`src/rtl/my_demux_stream_pkg.sv`:
```
// Shared definitions for the my_demux_stream stream demultiplexer.
// Holds the packet-routing FSM state encoding used by the top level.
package my_demux_stream_pkg;

    typedef enum logic [1:0] {
        ST_IDLE  = 2'd0,
        ST_ROUTE = 2'd1,
        ST_DROP  = 2'd2
    } state_e;

endpackage

```
`src/rtl/my_demux_stream_out_slice.sv`:
```
// demux_out_slice: one-entry valid/ready register for one output channel.
// Ports: clk, rst (sync, active-high), load_i/data_i/last_i (beat routed here),
//        ready_i (consumer ready), valid_o/data_o/last_o (registered beat).
module demux_out_slice #(
    parameter int WIDTH = 8
) (
    input  logic             clk,
    input  logic             rst,
    input  logic             load_i,
    input  logic [WIDTH-1:0] data_i,
    input  logic             last_i,
    input  logic             ready_i,
    output logic             valid_o,
    output logic [WIDTH-1:0] data_o,
    output logic             last_o
);

    logic             valid_q, valid_d;
    logic [WIDTH-1:0] data_q, data_d;
    logic             last_q, last_d;

    // A load wins over a drain: the new beat replaces the departing one.
    always_comb begin
        valid_d = valid_q;
        data_d  = data_q;
        last_d  = last_q;
        if (load_i) begin
            valid_d = 1'b1;
            data_d  = data_i;
            last_d  = last_i;
        end else if (ready_i) begin
            valid_d = 1'b0;
        end
    end

    always_ff @(posedge clk) begin
        if (rst) begin
            valid_q <= 1'b0;
            data_q  <= '0;
            last_q  <= 1'b0;
        end else begin
            valid_q <= valid_d;
            data_q  <= data_d;
            last_q  <= last_d;
        end
    end

    assign valid_o = valid_q;
    assign data_o  = data_q;
    assign last_o  = last_q;

endmodule

```
`src/rtl/my_demux_stream.sv`:
```
// my_demux_stream: routes each packet of one valid/ready stream to the output
// channel named by s_sel on its first beat; out-of-range packets are dropped.
// Ports: clk, rst (sync, active-high); s_valid/s_ready/s_data/s_sel/s_last
//        input stream; m_valid/m_ready/m_data/m_last per-channel outputs
//        (m_data flattened, channel k at [k*WIDTH +: WIDTH]);
//        drop_pulse/drop_cnt report dropped packets.
module my_demux_stream
    import my_demux_stream_pkg::*;
#(
    parameter int WIDTH   = 8,
    parameter int NUM_OUT = 4,
    parameter int SEL_W   = 2,
    parameter int CNT_W   = 8
) (
    input  logic                     clk,
    input  logic                     rst,
    input  logic                     s_valid,
    output logic                     s_ready,
    input  logic [WIDTH-1:0]         s_data,
    input  logic [SEL_W-1:0]         s_sel,
    input  logic                     s_last,
    output logic [NUM_OUT-1:0]       m_valid,
    input  logic [NUM_OUT-1:0]       m_ready,
    output logic [NUM_OUT*WIDTH-1:0] m_data,
    output logic [NUM_OUT-1:0]       m_last,
    output logic                     drop_pulse,
    output logic [CNT_W-1:0]         drop_cnt
);

    localparam int NSEL = 2 ** SEL_W;
    localparam logic [SEL_W:0] NUM_OUT_V = (SEL_W + 1)'(NUM_OUT);

    state_e             state_q, state_d;
    logic [SEL_W-1:0]   dest_q, dest_d;
    logic               drop_pulse_q, drop_pulse_d;
    logic [CNT_W-1:0]   drop_cnt_q, drop_cnt_d;

    logic [SEL_W-1:0]   target;
    logic [NSEL-1:0]    slot_free;
    logic               sel_bad;
    logic               discard;
    logic               accept;
    logic [NUM_OUT-1:0] load;

    // State register
    always_ff @(posedge clk) begin
        if (rst) begin
            state_q      <= ST_IDLE;
            dest_q       <= '0;
            drop_pulse_q <= 1'b0;
            drop_cnt_q   <= '0;
        end else begin
            state_q      <= state_d;
            dest_q       <= dest_d;
            drop_pulse_q <= drop_pulse_d;
            drop_cnt_q   <= drop_cnt_d;
        end
    end

    // Output / datapath decode. slot_free is padded to the full select
    // range so an unused select value never indexes past the channel set.
    always_comb begin
        target    = (state_q == ST_IDLE) ? s_sel : dest_q;
        sel_bad   = (state_q == ST_IDLE) && ({1'b0, s_sel} >= NUM_OUT_V);
        discard   = (state_q == ST_DROP) || sel_bad;
        slot_free = '0;
        for (int k = 0; k < NUM_OUT; k++) begin
            slot_free[k] = !m_valid[k] || m_ready[k];
        end
        s_ready = discard || slot_free[target];
        accept  = s_valid && s_ready;
        load    = '0;
        for (int k = 0; k < NUM_OUT; k++) begin
            load[k] = accept && !discard && (target == SEL_W'(k));
        end
    end

    // Next-state
    always_comb begin
        state_d = state_q;
        dest_d  = dest_q;
        unique case (state_q)
            ST_IDLE: begin
                if (accept && !s_last) begin
                    if (sel_bad) begin
                        state_d = ST_DROP;
                    end else begin
                        state_d = ST_ROUTE;
                        dest_d  = s_sel;
                    end
                end
            end
            ST_ROUTE: begin
                if (accept && s_last) state_d = ST_IDLE;
            end
            ST_DROP: begin
                if (accept && s_last) state_d = ST_IDLE;
            end
            default: state_d = ST_IDLE;
        endcase
    end

    // Drop accounting: only a packet's first beat can be flagged sel_bad.
    always_comb begin
        drop_pulse_d = accept && sel_bad;
        drop_cnt_d   = drop_cnt_q;
        if (drop_pulse_d && !(&drop_cnt_q)) begin
            drop_cnt_d = drop_cnt_q + CNT_W'(1);
        end
    end

    assign drop_pulse = drop_pulse_q;
    assign drop_cnt   = drop_cnt_q;

    for (genvar k = 0; k < NUM_OUT; k++) begin : g_slice
        demux_out_slice #(
            .WIDTH(WIDTH)
        ) u_slice (
            .clk    (clk),
            .rst    (rst),
            .load_i (load[k]),
            .data_i (s_data),
            .last_i (s_last),
            .ready_i(m_ready[k]),
            .valid_o(m_valid[k]),
            .data_o (m_data[k*WIDTH +: WIDTH]),
            .last_o (m_last[k])
        );
    end

endmodule

```
`config.mk`:
```
export PLATFORM = sky130hd
export DESIGN_NAME = my_demux_stream
export DESIGN_NICKNAME = d
export VERILOG_FILES = /design/src/rtl/my_demux_stream_pkg.sv /design/src/rtl/my_demux_stream_out_slice.sv /design/src/rtl/my_demux_stream.sv
export SDC_FILE = /design/constraint.sdc
export NUM_CORES = 1
export LEC_CHECK = 0
export BUFFER_PORTS_ARGS = -buffer_cell sky130_fd_sc_hd__clkbuf_2
export CELL_PAD_IN_SITES_DETAIL_PLACEMENT = 0
export CELL_PAD_IN_SITES_GLOBAL_PLACEMENT = 1
export CORE_ASPECT_RATIO = 2
export CORE_MARGIN = 1
export CORE_UTILIZATION = 36
export DETAILED_ROUTE_END_ITERATION = 12
export PLACE_DENSITY_LB_ADDON = 0.1
export SYNTH_ARGS = -nofsm -noshare
export SYNTH_HDL_FRONTEND = slang
export SYNTH_SLANG_ARGS = --single-unit
```
`constraint.sdc`:
```
create_clock -name clk -period 1.8 [get_ports clk]
set_input_delay 0.18 -clock clk [delete_from_list [all_inputs] [get_ports clk]]
set_output_delay 0.18 -clock clk [all_outputs]
set_load 0.02 [all_outputs]
```
# Word level (Yosys, flattened, before mapping)
# Index checks and enable logic that the tools add are counted.
[totals]
regBits = 44
output_inout_bits = 50
[classes]
n_eq_ne = 7
order_cmp = 1
reduce_logical = 28
muxes = 14
[op_table]
columns = ["operator", "count"]
rows = [
  ["$mux 1", 9],
  ["$logic_and 1x1->1", 8],
  ["$reduce_bool 2->1", 4],
  ["$eq 2x2->1 const B", 3],
  ["$logic_not 1->1", 6],
  ["$mux 2", 3],
  ["$logic_or 1x1->1", 5],
  ["$eq 2x1->1 const B", 2],
  ["$logic_not 2->1", 2],
  ["$ne 2x1->1 const B", 2],
  ["$pmux 2 s2", 1],
  ["$reduce_and 2->1", 2],
  ["$lt 2x3->1 const B", 1],
  ["$bmux 1 s2", 1],
  ["$reduce_or 2->1", 1],
]

# Longest topological paths before layout
[depth]
depth_word = 9
depth_mapped = 6
mapped_depth_nobuf = 4

# Modules after synthesis
# From an unflattened synthesis, not the netlist that was laid out.
[hier_totals]
hier_cells = 172
area_unflattened_um2 = 1740.4
[by_module_without_submodules]
columns = ["mod", "area_each_um2", "seq_area_each_um2", "instances", "cells_per_inst"]
rows = [
  ["demux_out_slice", 355.3, 200.2, 4, 33],
  ["my_demux_stream", 319.1, 60.1, 1, 40],
]

# Worst setup path after synthesis
# OpenSTA, ideal clock, no wires.
[synth_path]
kind = "register -> register"
start = "reg state_q[0]"
end = "reg state_q[0]"
path_buffers = 1
setup_ns = 0.123
arrival_ns = 1.336
path_slack_ns = 0.340
stages_incl_launch_ff = 6
required_time_ns = 1.677
cell_sequence = "dfxtp_1 -> buf_6 -> mux2i_4 -> mux2i_1 -> o22ai_1 -> mux2_1"
[synth_via]
elab_chain_cells = 9
elab_cells_between_ends = 15
[synth_lines]
columns = ["element", "line_no", "source"]
rows = [
  ["from (decl)", "my_demux_stream.sv:33", "state_e state_q, state_d;"],
  ["from (signal assigned)", "my_demux_stream.sv:53", "state_q <= state_d;"],
  ["$logic_not 2->1", "my_demux_stream.sv:63, my_demux_stream.sv:82", ""],
  ["$mux 2", "my_demux_stream.sv:63", "target = (state_q == ST_IDLE) ? s_sel : dest_q;"],
  ["$bmux 1 s2", "my_demux_stream.sv:70", "s_ready = discard || slot_free[target];"],
  ["$mux 1 (not written as such)", "my_demux_stream.sv:70", ""],
  ["$logic_or 1x1->1", "my_demux_stream.sv:70", ""],
  ["$logic_and 1x1->1", "my_demux_stream.sv:71", "accept = s_valid && s_ready;"],
  ["$logic_and 1x1->1 (on tied branches)", "my_demux_stream.sv:84, my_demux_stream.sv:94, my_demux_stream.sv:97", ""],
  ["$ne 2x1->1 (no source line)", "-", ""],
  ["$reduce_and 2->1 (no source line)", "-", ""],
]
# Parallel ways exist; a longest one is shown, timed or not. The select of a mux whose other input is x is not followed.
# A chain may end at the register's enable or synchronous reset.

# Worst setup path in the final report
[layout_path]
start = "reg state_q[0]"
end = "out s_ready"
[layout_via]
elab_chain_cells = 5
elab_cells_between_ends = 6
[layout_lines]
columns = ["element", "line_no", "source"]
rows = [
  ["$logic_not 2->1", "my_demux_stream.sv:63", ""],
  ["$mux 2", "my_demux_stream.sv:63", ""],
  ["$bmux 1 s2", "my_demux_stream.sv:70", ""],
  ["$mux 1 (not written as such)", "my_demux_stream.sv:70", ""],
  ["$logic_or 1x1->1 (*)", "my_demux_stream.sv:70", ""],
  ["to (decl)", "my_demux_stream.sv:18", "output logic s_ready,"],
]
# Every way passes the cells marked *; elsewhere a longest branch is shown, timed or not. The select of a mux whose other input is x is not followed.

==> results.py <==
metrics = {
    "sta": {
        "finClkSkew_ps": 4.74,
        "finalMaxSlewViolations": 0,
        "max_freq_ghz": 0.570,
        "fin_crit_sh": 0.975,
        "holdWs_ps": 179,
        "finalSetupViolCount": 0,
        "period_needed_ps": 1760,
        "final_hold_viol_count": 0,
    },
    "synth": {
        "ys_seq_area_frac": 0.468,
        "avgSynthCellArea_um2": 10.3,
        "synth_area_um2": 1840,
        "synth_warnings": 0,
        "ys_ff_latch": 43,
        "ys_types": 22,
        "netlist.area_leader.share": 0.468,
        "yosys-top-cells-area": "dfxtp_1 47%, mux2i_1 23%, buf_4 8.6%",
        "synthCells": 178,
        "synthArstFlopShare": 0,
        "synth_top_cell_by_area": "dfxtp_1",
        "synth-main-ff-cell": "dfxtp_1",
        "synth_edf_count": 0,
    },
    "cells_and_area": {
        "final_area_um2": 2220,
        "syn_to_final_growth_pct": 20.6,
        "insertedDiodeCount": 0,
        "fillers": 504,
        "instances_no_fill": 293,
        "layout.nets": 253,
        "drive_gt1_frac": 0.356,
        "fin_util": 0.452,
    },
    "cts": {
        "htreeDepth": 2,
        "clkSinkCount": 43,
        "clk_pin_slew_ps": 70,
        "clock-root-buffer": "clkbuf_8",
        "clk_latency_ps": 280,
        "cts_buffer_depth": 2,
        "cts_hold_buf": 0,
        "cts_tree": "built",
        "cts_buffers": 5,
    },
    "worst_hold_path": {
        "hold_class": "input pin to register",
        "hold-path-endpoint": "g_slice[0].u_slice.data_o[0]$_SDFFE_PP0P_",
        "hold_path.startpoint": "s_data[0]",
        "hold_depth": 3,
    },
    "grt": {
        "track_usage": 0.168,
        "antenna_found_initial": 0,
        "met2_usage": 0.303,
        "grt_max_degree": 29,
        "grt_pass1_wl_um": 6610,
        "gr-usage-met1": 0.179,
        "grtUsageMet3": 0.0354,
        "grt_pass1_vias": 1336,
        "top_usage_layer": "met2",
        "gr-total-overflow": 0,
    },
    "setup_path": {
        "critPathKind": "register to primary output",
        "reg2reg_depth": 5,
        "start_kind": "register",
        "cp-end-kind": "primary output",
        "cp.required_ps": 1620,
        "cp_cell_sequence": "mux2i_4, mux2i_2, mux2i_1, clkbuf_2",
        "reg2reg_to": "state_q[0]$_SDFFE_PP0P_",
        "critPathMaxFanout": 6,
        "slowest_delay_ps": 380,
        "r2r_slack_ps": 200,
        "timing.rr.start": "state_q[0]$_SDFFE_PP0P_",
        "crit_family": "multiplexers",
        "cp.depth": 4,
        "worst-path-buf-inv": 1,
        "critPathSlowestCell": "dfxtp_4",
        "worst_ep_arrival_time_ps": 1580,
    },
    "place": {
        "finalWeightedCongestion": 0.786,
        "port_buffers": 58,
        "place_area_um2": 2090,
        "post-place-cells": 281,
        "hpwl_um": 3250,
    },
    "power_and_ir_drop": {
        "ir_drop_v": 0.000636,
        "p_leak_nw": 1.22,
        "finalPower_mw": 1.94,
        "p_per_area_nw_per_um2": 874,
    },
    "drt": {
        "drt-initial-drc-count": 14,
        "viasPerCell": 4.74,
        "ant_nets": 0,
        "drcViolationCount": 0,
        "firstDrtPassIters": 4,
        "wl_um": 4370,
        "vias": 1388,
        "routedWlPerCell_um": 14.9,
    },
    "job": {
        "cap_violations": 0,
    },
    "floorplan": {
        "pin_count": 68,
        "row_count": 36,
        "die_w_um": 52.5,
        "dieArea_um2": 5410,
        "start_util": 0.374,
        "coreArea_um2": 4910,
        "die_height_um": 103,
    },
    "outcome": {
        "status": "finished, final reports clean",
    },
}
layout by cell type, fill, tap and decap left out, types with 2 or more instances in the layout:
cell type / synthesis / layout
clkbuf_2: 0 / 58
dfxtp_1: 43 / 42
mux2i_1: 42 / 40
nor2_1: 38 / 38
buf_4: 21 / 11
conb_1: 1 / 9
nand2b_1: 6 / 6
a21oi_1: 5 / 5
clkbuf_8: 0 / 5
mux2i_2: 0 / 2
mux2_4: 2 / 2
nand4b_1: 2 / 2
nand4_1: 2 / 2
nand2_1: 2 / 2
clkbuf_1: 4 / 2
kinds of logic (layout without fill, tap and decap cells):
logic type / count (synthesis) / after routing / share of synthesized area
buf+inv: 27 / 77 / 0.102
mux: 46 / 46 / 0.263
simple gates: 54 / 54 / 0.139
compound gates: 7 / 7 / 0.0252
other cells: 1 / 9 / 0.00204
flops: 43 / 43 / 0.468
registers in the layout, summed over array words and instances (netlist names):
name and cells:
dest_q 2, state_q 1, g_slice.u_slice.valid_o 4, g_slice.u_slice.last_o 4, g_slice.u_slice.data_o 32
how the worst max path moves through the flow:
stage / from / endpoint / slack, ps
2_1_floorplan: state_q[0]$_SDFFE_PP0P_ / state_q[0]$_SDFFE_PP0P_ / 340
3_3_place_gp: state_q[0]$_SDFFE_PP0P_ / state_q[0]$_SDFFE_PP0P_ / 210
3_5_place_dp: state_q[0]$_SDFFE_PP0P_ / state_q[0]$_SDFFE_PP0P_ / 120
4_1_cts: state_q[0]$_SDFFE_PP0P_ / s_ready / 20
5_1_grt: state_q[0]$_SDFFE_PP0P_ / s_ready / -30
6_report: state_q[0]$_SDFFE_PP0P_ / s_ready / 40
per-stage QoR:
stage,setup TNS (ps),worst slack (ps)
2_1_floorplan,0,340
5_1_grt,-25.4,-25.4
3_5_place_dp,0,123
6_report,0,44.9
3_3_place_gp,0,206
4_1_cts,0,16.9
cell usage after synthesis, types with 2 or more instances:
cell,instances
dfxtp_1,43
mux2i_1,42
nor2_1,38
buf_4,21
nand2b_1,6
a21oi_1,5
clkbuf_1,4
mux2_4,2
nand2_1,2
nand4_1,2
nand4b_1,2
what timing repair did:
action                                  CTS  global route
endpoints found under the setup margin    1             1
buffers inserted                          0             4
pin swaps                                 0             0
gates resized for setup                   1             3
power by group:
group / total [mW] / internal [mW] / switching [mW]
Clock: 0.575 / 0.272 / 0.303
Sequential: 1.02 / 0.995 / 0.0274
Combinational: 0.340 / 0.139 / 0.201
layer usage:
metal | wire [µm] | vias to the layer above
met3 | 174 | 7
met4 | 74 | 0
met1 | 1660 | 659
met5 | 0 | -
met2 | 2460 | 41
li1 | - | 681
worst register-to-register path: stages, from the launching register on:
cell	delay, ps
dfxtp_4	380
mux2i_4	330
mux2i_2	280
buf_4	140
o22ai_1	60
mux2_1	300
layout make-up:
class                      count  area [µm²]  share of cell area
clock buffer                   7        76.3              0.0344
clock inverter                 1        5.00             0.00226
multi-input combinational    116         827               0.373
sequential                    43         865               0.390
tap                           57        71.3              0.0322
timing repair buffer          69         373               0.168
(Power assumes the default switching activity.)
